### src/rtl/display_scanner.sv
// Four-digit time-multiplexed glyph scanner with frame-aligned double-buffered code updates.
// Optional blinking of masked digits is enabled by defining DISPLAY_SCANNER_BLINK_EN.
module display_scanner #(
  parameter int unsigned CLK_DIV      = 50000,
  parameter int unsigned BLINK_FRAMES = 125
) (
  input  logic        clk,
  input  logic        rst,
  input  logic [11:0] codes_in,
  input  logic        load,
  input  logic [3:0]  blink_mask,
  output logic [1:0]  pos,
  output logic [2:0]  num,
  output logic [3:0]  an,
  output logic        pending,
  output logic        frame_done
);

  localparam int unsigned PW = (CLK_DIV > 1) ? $clog2(CLK_DIV) : 1;
  localparam logic [2:0] BlankCode = 3'd4;
  localparam logic [11:0] BlankAll = {4{BlankCode}};

  logic [PW-1:0] presc_q, presc_d;
  logic [1:0]    pos_q, pos_d;
  logic [3:0]    an_q, an_d;
  logic [2:0]    num_q, num_d;
  logic [11:0]   active_q, active_d;
  logic [11:0]   buf_q, buf_d;
  logic          pending_q, pending_d;
  logic          frame_done_q, frame_done_d;

  logic          tick;
  logic          boundary;
  logic [2:0]    code_sel;
  logic          blank;

  assign tick     = (presc_q == PW'(CLK_DIV - 1));
  assign boundary = tick && (pos_q == 2'd3);

`ifdef DISPLAY_SCANNER_BLINK_EN
  localparam int unsigned FW = (BLINK_FRAMES > 1) ? $clog2(BLINK_FRAMES) : 1;

  logic [FW-1:0] fcnt_q, fcnt_d;
  logic          phase_q, phase_d;

  always_comb begin
    fcnt_d  = fcnt_q;
    phase_d = phase_q;
    if (boundary) begin
      if (fcnt_q == FW'(BLINK_FRAMES - 1)) begin
        fcnt_d  = '0;
        phase_d = ~phase_q;
      end else begin
        fcnt_d = fcnt_q + FW'(1);
      end
    end
  end

  always_ff @(posedge clk or posedge rst) begin
    if (rst) begin
      fcnt_q  <= '0;
      phase_q <= 1'b0;
    end else begin
      fcnt_q  <= fcnt_d;
      phase_q <= phase_d;
    end
  end

  // Next-state phase so the first digit of a new blink half-period is already right.
  assign blank = phase_d & blink_mask[pos_d];
`else
  localparam int unsigned UnusedBlinkFrames = BLINK_FRAMES;
  logic unused_blink_mask;

  assign unused_blink_mask = ^blink_mask;
  assign blank             = 1'b0;
`endif

  always_comb begin
    presc_d      = tick ? '0 : presc_q + PW'(1);
    buf_d        = load ? codes_in : buf_q;
    active_d     = active_q;
    pending_d    = pending_q;
    frame_done_d = boundary;

    if (boundary) begin
      // A load landing on the boundary edge goes straight to the active set.
      pending_d = 1'b0;
      if (load) begin
        active_d = codes_in;
      end else if (pending_q) begin
        active_d = buf_q;
      end
    end else if (load) begin
      pending_d = 1'b1;
    end

    pos_d = tick ? pos_q + 2'd1 : pos_q;
    an_d  = ~(4'b0001 << pos_d);

    code_sel = active_d[2:0];
    unique case (pos_d)
      2'd0: code_sel = active_d[2:0];
      2'd1: code_sel = active_d[5:3];
      2'd2: code_sel = active_d[8:6];
      2'd3: code_sel = active_d[11:9];
      default: code_sel = active_d[2:0];
    endcase

    num_d = num_q;
    if (tick) begin
      num_d = blank ? BlankCode : code_sel;
    end
  end

  always_ff @(posedge clk or posedge rst) begin
    if (rst) begin
      presc_q      <= '0;
      pos_q        <= 2'd0;
      an_q         <= 4'b1110;
      num_q        <= BlankCode;
      active_q     <= BlankAll;
      buf_q        <= BlankAll;
      pending_q    <= 1'b0;
      frame_done_q <= 1'b0;
    end else begin
      presc_q      <= presc_d;
      pos_q        <= pos_d;
      an_q         <= an_d;
      num_q        <= num_d;
      active_q     <= active_d;
      buf_q        <= buf_d;
      pending_q    <= pending_d;
      frame_done_q <= frame_done_d;
    end
  end

  assign pos        = pos_q;
  assign an         = an_q;
  assign num        = num_q;
  assign pending    = pending_q;
  assign frame_done = frame_done_q;

endmodule

### config.mk
export PLATFORM = sky130hd
export DESIGN_NAME = display_scanner
export DESIGN_NICKNAME = d
export VERILOG_FILES = /design/src/rtl/display_scanner.sv
export SDC_FILE = /design/constraint.sdc
export NUM_CORES = 1
export LEC_CHECK = 0
export CAP_MARGIN = 20
export CORE_UTILIZATION = 25
export DETAILED_ROUTE_END_ITERATION = 8
export GPL_TIMING_DRIVEN = 0
export PLACE_DENSITY = 0.47
export SLEW_MARGIN = 20
export SYNTH_ARGS = -nofsm -noshare
export SYNTH_HDL_FRONTEND = slang
export SYNTH_SLANG_ARGS = --single-unit
### constraint.sdc
create_clock -name clk -period 2.6 [get_ports clk]
set_clock_uncertainty 0.15 [all_clocks]
set_input_delay 0.26 -clock clk [delete_from_list [all_inputs] [get_ports clk]]
set_output_delay 0.26 -clock clk [all_outputs]
set_load 0.1 [all_outputs]
==> results of run 1 <==
-- area by class of cell --
class                           instances  share of cell area
Buffer                                  6             0.00819
Clock buffer                            5              0.0237
Clock inverter                          3              0.0233
Inverter                               15              0.0202
Multi-Input combinational cell        136               0.345
Sequential cell                        51               0.445
Tap cell                              111              0.0478
Timing Repair Buffer                   25              0.0862
-- power by group --
| part | total, µW | internal (µW) | switching (µW) |
|---|---|---|---|
| sequential | 828 | 822 | 6.48 |
| combinational | 82.4 | 39.9 | 42.5 |
| clock | 663 | 384 | 280 |
-- cells by family after synthesis --
family,share of synthesized area
buf+inv,0.0338
flops,0.544
xor+xnor,0.0512
mux,0.103
simple gates,0.150
compound gates,0.107
fa+ha+maj,0.0105
-- registers in the layout, summed over array words and instances, names as in the netlist --
| register | cells |
|---|---|
| num | 3 |
| active_q | 12 |
| presc_q | 16 |
| an | 4 |
| buf_q | 12 |
| frame_done | 1 |
| pos | 2 |
| pending | 1 |
-- Yosys cell counts, types with 2 or more instances --
master                      number
sky130_fd_sc_hd__a31oi_1         4
sky130_fd_sc_hd__dfrtp_1        39
sky130_fd_sc_hd__a311oi_1        2
sky130_fd_sc_hd__xnor2_1         6
sky130_fd_sc_hd__and4_1          2
sky130_fd_sc_hd__mux2i_1         2
sky130_fd_sc_hd__nor3b_1         2
sky130_fd_sc_hd__o21ai_0        12
sky130_fd_sc_hd__nor3_1          3
sky130_fd_sc_hd__nor2_1         12
sky130_fd_sc_hd__a2bb2oi_1       2
sky130_fd_sc_hd__dfstp_2        12
sky130_fd_sc_hd__ha_1            2
sky130_fd_sc_hd__nor2b_1         2
sky130_fd_sc_hd__a21oi_1         6
sky130_fd_sc_hd__clkbuf_1        5
sky130_fd_sc_hd__a21boi_0        2
sky130_fd_sc_hd__nand2_1        20
sky130_fd_sc_hd__and3_1          3
sky130_fd_sc_hd__nand3_1         5
sky130_fd_sc_hd__xor2_1          6
sky130_fd_sc_hd__mux2_2         17
sky130_fd_sc_hd__a21o_1          2
sky130_fd_sc_hd__nand4_1         5
sky130_fd_sc_hd__inv_1          14
-- placed cells by master, fill, tap and decap left out, drive strengths merged, types with 7 or more instances in the layout --
master,n
xnor2,7
mux2,18
clkdlybuf4s50,25
clkbuf,10
nand2,20
dfstp,12
dfrtp,39
inv,15
o21ai,13
nor2,13
-- worst max-delay path, delay by kind of cell (launching register included) --
family	cells	cell delay (ns)
flip-flops	1	0.44
AND/OR/NAND/NOR	3	0.70
adder cells (fa/ha/maj)	1	0.31
multiplexers	1	0.40
AO/OA/AOI/OAI	2	0.30
-- metal layers --
metal,routed length [µm],up-vias,track usage
li1,-,787,-
met1,2450,789,0.147
met2,2200,22,0.166
met3,176,8,0.0288
met4,95,0,0.0362
met5,0,-,0
-- repair_timing --
item                       4_1_cts  5_1_grt
setup buffers                    0        0
hold buffers                     0        0
setup endpoints to repair        0        1
gates resized for setup          0        1
-- through the flow --
stage                     power, µW  hold WS (ns)  std cells  TNS [ns]
after floorplan                 889         0.240        208         0
after global placement          927         0.313        344     -5.66
after detailed placement        929         0.316        344   -0.0868
after CTS                      1590         0.264        352         0
after global routing           1640         0.287        352         0
final                          1570         0.238        352         0
-- worst max-delay path by stage --
stage / startpoint / to / slack [ns] / cells after the start
5_1_grt: pos[1] / num[1] / 0.007 / 7
3_3_place_gp: rst / pos[1] / -0.30 / 2
3_5_place_dp: load / num[0] / -0.05 / 6
6_report: pos[1] / num[1] / 0.19 / 7
4_1_cts: presc_q[5] / num[1] / 0.16 / 7
2_1_floorplan: pos[1] / num[0] / 0.07 / 7
==> Flow_metrics.wiki, run 1 <==
{| class="wikitable"
! Metric !! Value
|-
| Number of standard-cell rows in the floorplan || 35
|-
| Die area || 0.00988 mm²
|-
| Kind of critical path || register to register
|-
| FF+latch count, synth || 51
|-
| Fill cells || 963
|-
| Routed wirelength normalized by instance count || 14.0 µm
|-
| Weighted congestion at the end of routability-driven global placement || 0.695
|-
| Antenna violation net count after detailed routing || 0
|-
| Number of violations reported at the end of detailed-routing iteration 0 || 51
|-
| Portion of the post-synthesis area used by sequential elements || 0.544
|-
| Startpoint of the lowest-slack register-to-register path || pos[1]
|-
| Post-Syn Area || 0.00237 mm²
|-
| Routed wire length || 4920 µm
|-
| Overall via count from detail_route || 1,606
|-
| Share of the synthesized area in the top cell type || 0.411
|-
| Area occupied by multi-input gates || 0.00100 mm²
|-
| Post-synth EDFFs || 0
|-
| Post-route DRC violation count || 0
|-
| TritonCTS Buffers || 5
|-
| Fraction of layout cells with a size suffix above 1 || 0.216
|-
| Post-layout utilization of the core || 0.316
|-
| Final Worst Setup Slack || 0.192 ns
|-
| Final critical path time including I/O delays and setup || 2.41 ns
|-
| Crit start category || register
|-
| Initial Util || 0.258
|-
| Io pins || 30
|-
| Iteration count of the initial detailed-routing pass || 4
|-
| Dpl cell area || 0.00277 mm²
|-
| Core area || 0.00920 mm²
|-
| Net Count, Synth || 229
|-
| Clock latency on the worst-skew pair || 0.31 ns
|-
| Setup violators final || 0
|-
| Post-placement worst setup slack || -0.0491 ns
|-
| Worst Setup End Kind || register
|-
| Hold violation total from the final report || 0
|-
| Maximum fanout along the worst path || 10
|-
| Initial antenna violation count || 0
|-
| Remaining Overflow, GRT || 0
|-
| Final instance area || 0.00290 mm²
|-
| Cell with the biggest individual delay on the critical path || sky130_fd_sc_hd__dfrtp_2
|-
| Maximum level of the CTS H-tree || 2
|-
| Worst slew pin tran || 0.972 ns
|-
| Number of vias per cell after detailed routing || 4.56
|-
| Highest clock rate || 415 MHz
|-
| Synth Area per Inst || 11.4 µm²
|-
| Net count reported at finish || 261
|-
| Req. time, crit path || 2.65 ns
|-
| Outcome || finished clean
|-
| Die width || 99.4 µm
|-
| Depth of the most critical reg-to-reg path || 7
|-
| Maximum cell stage delay along the critical path || 0.44 ns
|-
| Flip-flop and latch area || 0.00129 mm²
|-
| Wire length of the first global-routing pass || 8250 µm
|-
| Number of global-route vias before repair || 1,607
|-
| Clock tree from TritonCTS || yes
|-
| Worst reg-to-reg setup slack || 0.19 ns
|-
| Number of violations of the max-capacitance limit || 0
|-
| Reg clk slew, reported paths || 0.09 ns
|-
| Relative slew margins || 0.350
|-
| Signal arrival time at the worst endpoint || 2.46 ns
|-
| Number of diodes added for antenna fixing || 0
|-
| Overall track demand over capacity in global routing || 0.108
|-
| Layout area overhead || 22.4%
|-
| Area leader, netlist || sky130_fd_sc_hd__dfrtp_1
|-
| Async set-or-reset flop fraction in the synthesized netlist || 1.00
|-
| CTS root buf || sky130_fd_sc_hd__clkbuf_8
|-
| Maximum clock insertion buffer count || 2
|-
| Crit path cell chain || ha_1, and4_1, nand4_1, nor2_4, mux2_2, a2bb2oi_1, o21ai_1
|-
| Setup repair after global routing missed its margin || false
|-
| Max Transition Viols Final || 0
|-
| Post-synthesis cell type count || 46
|-
| Pin count of the biggest net entering global routing || 52
|-
| Final HPWL from detailed placement || 3440 µm
|-
| Hold WC Path Type || input pin to async pin
|-
| Leading post-synthesis cells by cell area || sky130_fd_sc_hd__dfrtp_1 (41%), sky130_fd_sc_hd__dfstp_2 (13%), sky130_fd_sc_hd__mux2_2 (8.1%), sky130_fd_sc_hd__nand2_1 (3.2%), sky130_fd_sc_hd__o21ai_0 (2.5%)
|-
| TritonCTS Sinks || 51
|-
| RR Endpoint || num[1]
|-
| Leak Pwr || 0.00125 µW
|-
| Maximum vdd drop || 0.221 mV
|-
| Input/output buffers || 25
|-
| Cell count after synthesis || 208
|-
| Warning count from the yosys run || 0
|-
| Final critical-path share of the clock period || 0.926
|-
| Most instantiated flip-flop cell in the synthesis netlist || sky130_fd_sc_hd__dfrtp_1
|-
| Power density over the cells || 542 mW/mm²
|-
| Chip Height || 99.4 µm
|}
Power figures use the tool's default switching activity.
==> inputs of run 2 (changes only) <==
Settings changed: SETUP_SLACK_MARGIN set to 0.5.
Clock period 2.6 ns to 2.8 ns, I/O delays scaled along.
==> run 2 against run 1 <==
Count of clock-buffer cells in the layout unchanged. Routed wire length rose by 6.0%. Highest routed layer unchanged. Global-route usage up 0.56 points. Critical endpoint is now num[2]. Core utilization up 1.1 points. Largest cell class unchanged.
==> Flow_metrics.wiki, run 2 (synthesis gave the netlist of run 1 again) <==
{| class="wikitable"
! Metric !! Value
|-
| Fill cells || 940
|-
| Number of violations reported at the end of detailed-routing iteration 0 || 58
|-
| Number of diodes added for antenna fixing || 0
|-
| Power density over the cells || 425 mW/mm²
|-
| Final critical path time including I/O delays and setup || 2.27 ns
|-
| Die width || 99.4 µm
|-
| Weighted congestion at the end of routability-driven global placement || 0.759
|-
| Top register by number of flip-flops || presc_q
|-
| Outcome || finished clean
|-
| Crit path cell chain || nor4b_4, nand4_1, buf_4, nor2_4, buf_4, mux2_4, a21oi_2, a211oi_2
|-
| Worst slew pin tran || 0.971 ns
|-
| Commonest non-fill, non-tap cells in the layout || sky130_fd_sc_hd__dfrtp_1 (34), sky130_fd_sc_hd__nand2_1 (20), sky130_fd_sc_hd__clkdlybuf4s50_1 (18), sky130_fd_sc_hd__mux2_2 (15)
|-
| Chip Height || 99.4 µm
|-
| Post-route DRC violation count || 0
|-
| Hold WC Path Type || input pin to async pin
|-
| Relative slew margins || 0.351
|-
| Hold violation total from the final report || 0
|-
| Most prevalent standard cell on the critical path || sky130_fd_sc_hd__buf_4
|-
| Area occupied by multi-input gates || 0.00109 mm²
|-
| Flip-flop and latch area || 0.00130 mm²
|-
| CTS root buf || sky130_fd_sc_hd__clkbuf_8
|-
| Iteration count of the initial detailed-routing pass || 5
|-
| Overall via count from detail_route || 1,652
|-
| Input/output buffers || 25
|-
| Most frequent standard cell in the layout excluding fill and tap cells || sky130_fd_sc_hd__dfrtp_1
|-
| Maximum fanout along the worst path || 5
|-
| Crit path buffers/inverters || 2
|-
| Number of standard-cell rows in the floorplan || 35
|-
| # hold bufs at CTS || 0
|-
| Req. time, crit path || 2.88 ns
|-
| Clock tree from TritonCTS || yes
|-
| Reg clk slew, reported paths || 0.09 ns
|-
| Signal arrival time at the worst endpoint || 2.35 ns
|-
| Crit start category || register
|-
| TritonCTS Buffers || 5
|-
| Initial Util || 0.258
|-
| Remaining Overflow, GRT || 0
|-
| Number of global-route vias before repair || 1,725
|-
| Routed wirelength normalized by instance count || 14.5 µm
|-
| Initial antenna violation count || 0
|-
| Maximum vdd drop || 0.191 mV
|-
| Final critical-path share of the clock period || 0.811
|-
| Fraction of layout cells with a size suffix above 1 || 0.300
|-
| Layout area overhead || 26.8%
|-
| Leak Pwr || 0.00129 µW
|-
| Number of vias per cell after detailed routing || 4.58
|-
| Maximum level of the CTS H-tree || 2
|-
| Largest registers ranked by flip-flop count || presc_q: 16 flops, active_q: 12 flops, buf_q: 12 flops
|-
| Max FFs per register || 16
|-
| Io pins || 30
|-
| Aggregate negative setup slack || 0 ns
|-
| Overall track demand over capacity in global routing || 0.113
|-
| Final cell count without fillers || 361
|-
| Setup repair after global routing missed its margin || true
|-
| Clock latency on the worst-skew pair || 0.31 ns
|-
| Maximum cell stage delay along the critical path || 0.45 ns
|-
| Wire length of the first global-routing pass || 8680 µm
|-
| Core area || 0.00920 mm²
|-
| Cell with the biggest individual delay on the critical path || sky130_fd_sc_hd__dfrtp_2
|-
| Worst Setup End Kind || register
|-
| Maximum clock insertion buffer count || 2
|-
| Setup violators final || 0
|-
| TritonCTS Sinks || 51
|-
| Max Transition Viols Final || 0
|-
| Routed wire length || 5220 µm
|-
| Number of violations of the max-capacitance limit || 0
|-
| Net count reported at finish || 270
|-
| Die area || 0.00988 mm²
|-
| Family with the most delay on the worst path || simple AND/OR/NAND/NOR gates
|-
| Antenna violation net count after detailed routing || 0
|-
| Kind of critical path || register to register
|-
| Pin count of the biggest net entering global routing || 52
|-
| Final HPWL from detailed placement || 3580 µm
|-
| Total placed cells including tap cells || 344
|-
| Highest clock rate || 440 MHz
|}
run 2: worst register-to-register path, cell delays in order, from the launching register on:
cell and delay, ns:
sky130_fd_sc_hd__dfrtp_2 0.45, sky130_fd_sc_hd__nor4b_4 0.41, sky130_fd_sc_hd__nand4_1 0.13, sky130_fd_sc_hd__buf_4 0.18, sky130_fd_sc_hd__nor2_4 0.21, sky130_fd_sc_hd__buf_4 0.15, sky130_fd_sc_hd__mux2_4 0.30, sky130_fd_sc_hd__a21oi_2 0.13
sky130_fd_sc_hd__a211oi_2 0.08
run 2: path summary, 6_finish.rpt:
kind                             from          to  slack, ns  cells past startpoint
min in group clk            buf_q[11]   buf_q[11]       0.33                      2
max in group asynchronous         rst     pending       1.79                      2
max reg2reg                presc_q[7]      num[2]       0.53                      8
max                        presc_q[7]      num[2]       0.53                      8
min                               rst  presc_q[0]       0.26                      2
min reg2reg                 buf_q[11]   buf_q[11]       0.33                      2
run 2: cell type report:
class | instances | share of cell area
timing repair buffer | 33 | 0.103
clock inverter | 3 | 0.00665
tap | 111 | 0.0462
sequential | 51 | 0.431
multi-input combinational | 137 | 0.363
buffer | 6 | 0.00832
clock buffer | 5 | 0.0229
inverter | 15 | 0.0195
run 2: repair_timing:
action | 4_1_cts | 5_1_grt
resized for setup | 10 | 14
pin swaps | 3 | 4
setup buffers | 2 | 6
setup endpoints to repair | 9 | 4
gates cloned | 1 | 0
run 2: power by group:
part | internal (µW) | switching, µW
combinational | 38.7 | 40.6
sequential | 763 | 6.51
clock | 174 | 255
run 2: per-stage QoR:
step / power (µW) / area [µm²] / hold WS [ns] / utilization / worst slack (ns)
after global placement: 861 / 2790 / 0.310 / 0.303 / -0.159
after CTS: 1300 / 2900 / 0.297 / 0.316 / 0.407
after detailed placement: 863 / 2790 / 0.325 / 0.304 / 0.145
after global routing: 1350 / 3010 / 0.316 / 0.327 / 0.386
after floorplan: 826 / 2400 / 0.260 / - / 0.411
final: 1280 / 3010 / 0.258 / 0.327 / 0.530
run 2: layer usage:
layer  up-vias  wire length (µm)  global-route usage  part of all wire
li1        813                 -                   -                 -
met1       800              2540               0.151              0.49
met2        32              2400               0.184              0.46
met3         7               183              0.0281             0.035
met4         0                91              0.0305             0.017
met5         -                 0                   0                 0
